`src/rtl/pipeline_pkg.sv`:
```
`default_nettype none
// +------------------------------------------------------------------+
// | pipeline_pkg                                                     |
// | Shared types and constants for the 5-stage RV64 pipeline control. |
// | Revision: 1.0                                                    |
// +------------------------------------------------------------------+
package pipeline_pkg;

  typedef enum logic [1:0] {
    RUN   = 2'd0,
    STALL = 2'd1,
    FLUSH = 2'd2
  } state_t;

  localparam logic [4:0] REG_X0           = 5'd0;
  localparam int         LOAD_LAT_DEFAULT = 1;

endpackage : pipeline_pkg
`default_nettype wire

```
`src/rtl/hazard_flush_ctrl_sat_counter.sv`:
```
`default_nettype none
// +------------------------------------------------------------------+
// | sat_counter                                                      |
// | W-bit incrementer that holds at all-ones; synchronous reset.     |
// | Revision: 1.0                                                    |
// +------------------------------------------------------------------+
module sat_counter #(
  parameter int W = 16
) (
  input  logic         clk,
  input  logic         reset,
  input  logic         inc,
  output logic [W-1:0] count
);

  logic [W-1:0] r_count;
  logic         w_at_max;

  assign w_at_max = (r_count == {W{1'b1}});
  assign count    = r_count;

  always_ff @(posedge clk) begin
    if (reset) begin
      r_count <= '0;
    end else if (inc && !w_at_max) begin
      r_count <= r_count + {{(W-1){1'b0}}, 1'b1};
    end
  end

endmodule : sat_counter
`default_nettype wire

```
`src/rtl/hazard_flush_ctrl.sv`:
```
`default_nettype none
// +------------------------------------------------------------------+
// | hazard_flush_ctrl                                                |
// | Load-use stall / taken-branch flush control for IF/ID, ID/EX and |
// | EX/MEM. Optional perf counters under HAZARD_PERF_CNT_EN.         |
// | Revision: 1.0                                                    |
// +------------------------------------------------------------------+
module hazard_flush_ctrl
  import pipeline_pkg::*;
#(
  parameter int LOAD_LAT = LOAD_LAT_DEFAULT,
  parameter int CNT_W    = 16
) (
  input  logic             clk,
  input  logic             reset,
  input  logic [4:0]       if_id_rs1,
  input  logic [4:0]       if_id_rs2,
  input  logic [4:0]       id_ex_rd,
  input  logic             id_ex_memread,
  input  logic             branch_taken,
  output logic             pc_write,
  output logic             if_id_write,
  output logic             if_id_flush,
  output logic             id_ex_flush,
  output logic             ex_mem_flush,
  output logic [CNT_W-1:0] stall_count,
  output logic [CNT_W-1:0] flush_count
);

  localparam logic [2:0] C_SCNT_LOAD = 3'(LOAD_LAT - 1);
  localparam bit         C_MULTI     = (LOAD_LAT > 1);

  state_t     r_state;
  state_t     w_state_next;
  state_t     w_state_eff;
  logic [2:0] r_scnt;
  logic [2:0] w_scnt_next;
  logic       w_hz;

  assign w_hz = id_ex_memread && (id_ex_rd != REG_X0) &&
                ((id_ex_rd == if_id_rs1) || (id_ex_rd == if_id_rs2));

  // Outputs during reset must look like RUN regardless of the held state.
  assign w_state_eff = reset ? RUN : r_state;

  always_ff @(posedge clk) begin
    if (reset) begin
      r_state <= RUN;
      r_scnt  <= 3'd0;
    end else begin
      r_state <= w_state_next;
      r_scnt  <= w_scnt_next;
    end
  end

  always_comb begin
    w_state_next = r_state;
    w_scnt_next  = r_scnt;
    if (branch_taken) begin
      w_state_next = FLUSH;
      w_scnt_next  = 3'd0;
    end else begin
      unique case (r_state)
        RUN: begin
          if (w_hz && C_MULTI) begin
            w_state_next = STALL;
            w_scnt_next  = C_SCNT_LOAD;
          end
        end
        STALL: begin
          w_scnt_next = r_scnt - 3'd1;
          if (r_scnt == 3'd1) begin
            w_state_next = RUN;
          end
        end
        FLUSH: begin
          w_state_next = RUN;
        end
        default: begin
          w_state_next = RUN;
          w_scnt_next  = 3'd0;
        end
      endcase
    end
  end

  always_comb begin
    pc_write     = 1'b1;
    if_id_write  = 1'b1;
    if_id_flush  = 1'b0;
    id_ex_flush  = 1'b0;
    ex_mem_flush = 1'b0;
    if (branch_taken) begin
      if_id_flush  = 1'b1;
      id_ex_flush  = 1'b1;
      ex_mem_flush = 1'b1;
    end else if ((w_state_eff == RUN && w_hz) || (w_state_eff == STALL)) begin
      pc_write    = 1'b0;
      if_id_write = 1'b0;
      id_ex_flush = 1'b1;
    end
  end

`ifdef HAZARD_PERF_CNT_EN
  logic w_stall_inc;
  assign w_stall_inc = !pc_write && !branch_taken;

  sat_counter #(.W(CNT_W)) u_stall_cnt (
    .clk   (clk),
    .reset (reset),
    .inc   (w_stall_inc),
    .count (stall_count)
  );

  sat_counter #(.W(CNT_W)) u_flush_cnt (
    .clk   (clk),
    .reset (reset),
    .inc   (branch_taken),
    .count (flush_count)
  );
`else
  assign stall_count = '0;
  assign flush_count = '0;
`endif

endmodule : hazard_flush_ctrl
`default_nettype wire

```
`config.mk`:
```
export PLATFORM = sky130hd
export DESIGN_NAME = hazard_flush_ctrl
export DESIGN_NICKNAME = d
export VERILOG_FILES = /design/src/rtl/pipeline_pkg.sv /design/src/rtl/hazard_flush_ctrl_sat_counter.sv /design/src/rtl/hazard_flush_ctrl.sv
export SDC_FILE = /design/constraint.sdc
export NUM_CORES = 1
export LEC_CHECK = 0
export ABC_AREA = 1
export CELL_PAD_IN_SITES_DETAIL_PLACEMENT = 1
export CELL_PAD_IN_SITES_GLOBAL_PLACEMENT = 1
export CORE_ASPECT_RATIO = 1.2
export CORE_MARGIN = 2
export CORE_UTILIZATION = 17
export DETAILED_ROUTE_END_ITERATION = 8
export HOLD_SLACK_MARGIN = 0.03
export PLACE_DENSITY_LB_ADDON = 0.1
export SYNTH_ARGS = -nofsm -noshare
export SYNTH_HDL_FRONTEND = slang
export SYNTH_SLANG_ARGS = --single-unit
```
`constraint.sdc`:
```
create_clock -name clk -period 2.22 [get_ports clk]
set_input_delay 0.444 -clock clk [delete_from_list [all_inputs] [get_ports clk]]
set_output_delay 0.444 -clock clk [all_outputs]
set_load 0.01 [all_outputs]
```
==> flow_summary.toml, run 1 <==
[finish]
instances_no_fill = 146
n_antenna_cell = 0
synthToLayoutAreaGrowth_pct = 23.41
largestRegisters = "r_state x1"
top_register = "r_state"
nFillCells = 395
largest_reg_flops = 1
final-seq-area_um2 = 20.02
multi_input_area_um2 = 290.3
fin_area_um2 = 633.1
nNetsFinal = 133
fin_util_pct = 22.31
layout-drive-gt1-share_pct = 5.357

[drt]
highest_layer = "met3"
firstDrtPassIters = 1
routed-wl-met2_um = 498
drcViolationCount = 0
drt_first_iter_violations = 0
vias_per_cell = 3.185
dr_wl_met3_um = 151
drt-met1-wl_um = 402
routed_wirelength_mm = 1.052
wire_per_inst_um = 7.205
ant_nets = 0
vias = 465

[critical_path]
critPathCaptureType = "output pin"
cpPeakStageDelay_ns = 0.48
crit_slowest_cell = "clkdlybuf4s50_1"
arrival_ns = 1.57
crit_start = "if_id_rs2[3]"
path_max_fanout = 2
cp_common_cell = "nand2_1"
cp_cell_sequence = "clkdlybuf4s50_1 > inv_1 > nand2_1 > nand2_1 > nor2_1 > nand3_1 > nand2_1 > nand2_1 > nand2_1 > clkbuf_2"
path_class = "input pin to output pin"
startpoint_type = "input pin"
worstPathRequired_ns = 1.78

[grt]
global_route.overflow_total = 0
grt_use_total_pct = 5.831
antenna_found_initial = 0
grt_pass1_vias = 430
grt_pass1_wl_mm = 1.628
grt_max_degree = 6

[synthesis]
avgSynthCellArea_um2 = 5.576
synth_most_common_cell = "buf_4"
synthCells = 92
synth_edf_count = 0
synth_seq_area_share_pct = 3.902
ys.flop_type = "dfxtp_1"
synth.ff_latch_count = 1
syn-cell-area_um2 = 513.0
synthTopCellsByArea = "buf_4 51%, nand2_1 17%, inv_1 10%"
ys_async_sr_fraction_pct = 0
synth_top_cell_area_share_pct = 51.22
ys_warn_count = 0
synth_common_cells = "35 x buf_4, 23 x nand2_1, 14 x inv_1"
synth.distinct_cells = 11
synth_largest_area_cell = "buf_4"

[power_and_ir_drop]
internal_power_w = 0.00006284
switching_share_pct = 47.35
powerDensity_mw_per_mm2 = 188.5
p_leak_nw = 0.4047
clkPwrFrac_pct = 0
ir_drop_uv = 100.2
switching_power_w = 0.00005651
finalPower_w = 0.0001193
combPwrFrac_pct = 83.7
pwr-share-seq_pct = 16.3

[clocking]
cts_setup_buffers = 0
clk_pin_slew_worst_paths_ns = 0

[place]
place_ws_ns = -0.2954
dp.cells = 146
dpl_cell_area_um2 = 646.9
port_buffers = 23
hpwl_um = 995.1
gp_congestion = 0.5531

[sta]
grt_setup_unrepaired = "no"
hold_viol = 0
setup_ws_ns = 0.2021
min_period_over_period_pct = 90.90
min_period_ns = 2.018
max_freq_ghz = 0.4956
drv_slew = 0
setup_viol = 0

[outcome]
status = "finished, final reports clean"

[floorplan]
core_mm2 = 0.002838
rows = 21
die_area_mm2 = 0.003475
initial_core_util_pct = 18.08
ioPinCount = 56
fp.dieH_um = 64.18
fp.dieW_um = 54.15

[hold_path]
hp-class = "input pin to register"
hold_start = "reset"

[flow_run]
maxCapViolCount = 0
final timing paths:
kind / slack (ns) / end / cells after the start
worst max-delay path: 0.20 / id_ex_flush / 10
worst min-delay path: 0.99 / r_state[1] / 2
power groups by stage:
stage	Clock [W]	Combinational, W	Sequential [W]
after floorplan	0	0.0000969	0.0000195
after global placement	0	0.000103	0.0000195
after detailed placement	0	0.000104	0.0000195
after CTS	0	0.000102	0.0000195
after global routing	0	0.000115	0.0000196
final	0	0.0000998	0.0000195
per-layer routing:
metal,track usage (%),vias to the layer above
li1,-,242
met1,7.022,186
met2,11.30,37
met3,0.4673,0
met4,0,0
met5,0,-
what timing repair did:
item,4_1_cts,5_1_grt
gates resized for setup,7,8
hold buffers,0,0
pin swaps,0,0
endpoints found under the setup margin,3,3
kinds of logic (layout without fill, tap and decap cells):
family	count (synthesis)	count (layout)	share of synthesized area, %
buffers and inverters	50	39	62.19
AND/OR/NAND/NOR	37	37	28.29
XOR/XNOR	2	2	3.415
flip-flops	1	1	3.903
other	1	32	0.7310
AO/OA/AOI/OAI	1	1	1.464
area by class of cell:
type / instances / area share (%)
well taps: 34 / 6.719
flip-flops and latches: 1 / 3.162
inverters: 15 / 8.893
multi-input cells: 72 / 45.85
repair buffers: 24 / 35.38
per-stage QoR:
| step | hold WS, ns | TNS (ns) |
|---|---|---|
| 3_3_place_gp | 1.001 | -0.7656 |
| 2_1_floorplan | 0.5164 | 0 |
| 4_1_cts | 1.003 | -0.05405 |
| 3_5_place_dp | 1.003 | -0.7812 |
| 5_1_grt | 1.038 | 0 |
| 6_report | 0.9934 | 0 |
critical path: cells and delay by family:
kind,cells,cell delay (ns)
simple gates,7,0.49
buf+inv,3,0.64
layout by cell type, fill, tap and decap left out, types with 2 or more instances in the layout:
cell             instances
clkbuf_2                 3
clkdlybuf4s50_1         15
conb_1                  32
dlygate4sd2_1            3
dlymetal6s2s_1           2
inv_1                   13
inv_2                    2
nand2_1                 23
nand3_1                  3
nor2_1                  10
xnor2_1                  2
Note: power is estimated with default switching activity, not from simulation.
==> run 2, diff against run 1 <==
==> constraint.sdc (replaced) <==
create_clock -name clk -period 2.22 [get_ports clk]
set_input_delay 0.222 -clock clk [delete_from_list [all_inputs] [get_ports clk]]
set_output_delay 0.222 -clock clk [all_outputs]
set_load 0.01 [all_outputs]
==> flow_summary.toml, run 2 (synthesis results as in run 1) <==
[finish]
synthToLayoutAreaGrowth_pct = 24.63
mostFrequentLayoutCell = "conb_1"
mostFrequentLayoutCells = "32 x conb_1, 23 x nand2_1, 23 x clkdlybuf4s50_1"
fin_util_pct = 22.53
fin_area_um2 = 639.4
top_register = "r_state"
layout-drive-gt1-share_pct = 0.9009
nNetsFinal = 132
largestRegisters = "r_state x1"
n_antenna_cell = 0
largest_reg_flops = 1

[floorplan]
die_area_mm2 = 0.003475
core_mm2 = 0.002838
ioPinCount = 56
fp.dieW_um = 54.15
initial_core_util_pct = 18.08
rows = 21
fp.dieH_um = 64.18

[drt]
vias = 456
firstDrtPassIters = 2
routed_wirelength_mm = 1.045
drcViolationCount = 0
wire_per_inst_um = 7.207
drt_first_iter_violations = 3
ant_nets = 0
vias_per_cell = 3.145

[critical_path]
critPathTopFamily = "buffers and inverters"
startpoint_type = "input pin"
crit_slowest_cell = "clkdlybuf4s50_1"
path_class = "input pin to output pin"
worstPathRequired_ns = 2.00
cp_cell_sequence = "clkdlybuf4s50_1 > nand2_1 > inv_1 > nor2_1 > nor2_1 > nand3_1 > nand2_1 > nand2_1 > nand2_1 > clkdlybuf4s50_1"
path_max_fanout = 5
cpPeakStageDelay_ns = 0.57
cp_common_cell = "nand2_1"
critPathCaptureType = "output pin"
crit_buf_inv = 3
arrival_ns = 1.84
crit_start = "id_ex_rd[0]"

[grt]
grt_use_total_pct = 6.150
antenna_found_initial = 0
global_route.overflow_total = 0
grt_pass1_wl_mm = 1.725
grt_max_degree = 6
grt_pass1_vias = 439

[place]
hpwl_um = 978.2
dpl_cell_area_um2 = 639.4
gp_congestion = 0.5584
port_buffers = 23

[clocking]
cts_resized = 0
postCtsHoldBufs = 0
cts_setup_buffers = 0
clk_pin_slew_worst_paths_ns = 0

[flow_run]
maxCapViolCount = 0

[sta]
hold_viol = 0
min_period_ns = 2.061
finalSetupTns_ns = 0
drv_slew = 0
grt_setup_unrepaired = "no"
setup_viol = 0
min_period_over_period_pct = 92.85
max_freq_ghz = 0.4851

[power_and_ir_drop]
ir_drop_uv = 102.2
p_leak_nw = 0.3799
powerDensity_mw_per_mm2 = 191.2

[outcome]
status = "finished, final reports clean"

[hold_path]
hold_start = "reset"
hp-class = "input pin to register"
-- run 2: changes by cell type in the layout (fill, tap and decap cells not counted) --
cell | previous run | this run
clkdlybuf4s50_1 | 15 | 23
clkbuf_2 | 3 | 0
dlygate4sd2_1 | 3 | 0
dlymetal6s2s_1 | 2 | 0
buf_4 | 1 | 0
inv_1 | 13 | 14
inv_2 | 2 | 1
-- run 2: power by group --
| part | switching [W] | total [W] | internal [W] |
|---|---|---|---|
| clock | 0 | 0 | 0 |
| combinational | 0.0000561 | 0.000103 | 0.0000467 |
| sequential | 0.000000193 | 0.0000195 | 0.0000193 |
-- run 2: metrics by stage --
stage / cells / power (W) / setup slack (ns) / hold slack, ns
floorplan: 123 / 0.0001163 / 1.115 / 0.2944
finish: 145 / 0.0001223 / 0.1587 / 0.7853
global route: 145 / 0.0001382 / 0.006024 / 0.8691
detailed placement: 145 / 0.0001225 / 0.1526 / 0.7997
global placement: 145 / 0.0001214 / 0.1648 / 0.7833
CTS: 145 / 0.0001231 / 0.1369 / 0.7997
-- run 2: metal layers --
metal | part of all wire (%) | routed length, um | global-route usage, %
met1 | 40 | 417 | 8.275
met4 | 0 | 0 | 0
met3 | 13 | 140 | 0.4673
met2 | 47 | 487 | 10.99
met5 | 0 | 0 | 0
-- run 2: area by class of cell --
type                    instances  area [um2]
flip-flops and latches          1       20.02
fillers                       380        2198
inverters                      15       56.30
repair buffers                 23       230.2
multi-input cells              72       290.3
well taps                      34       42.54
-- run 2: final timing paths --
kind	to	slack [ns]	depth (start not counted)
hold / removal	r_state[1]	0.79	2
setup / recovery	id_ex_flush	0.16	10
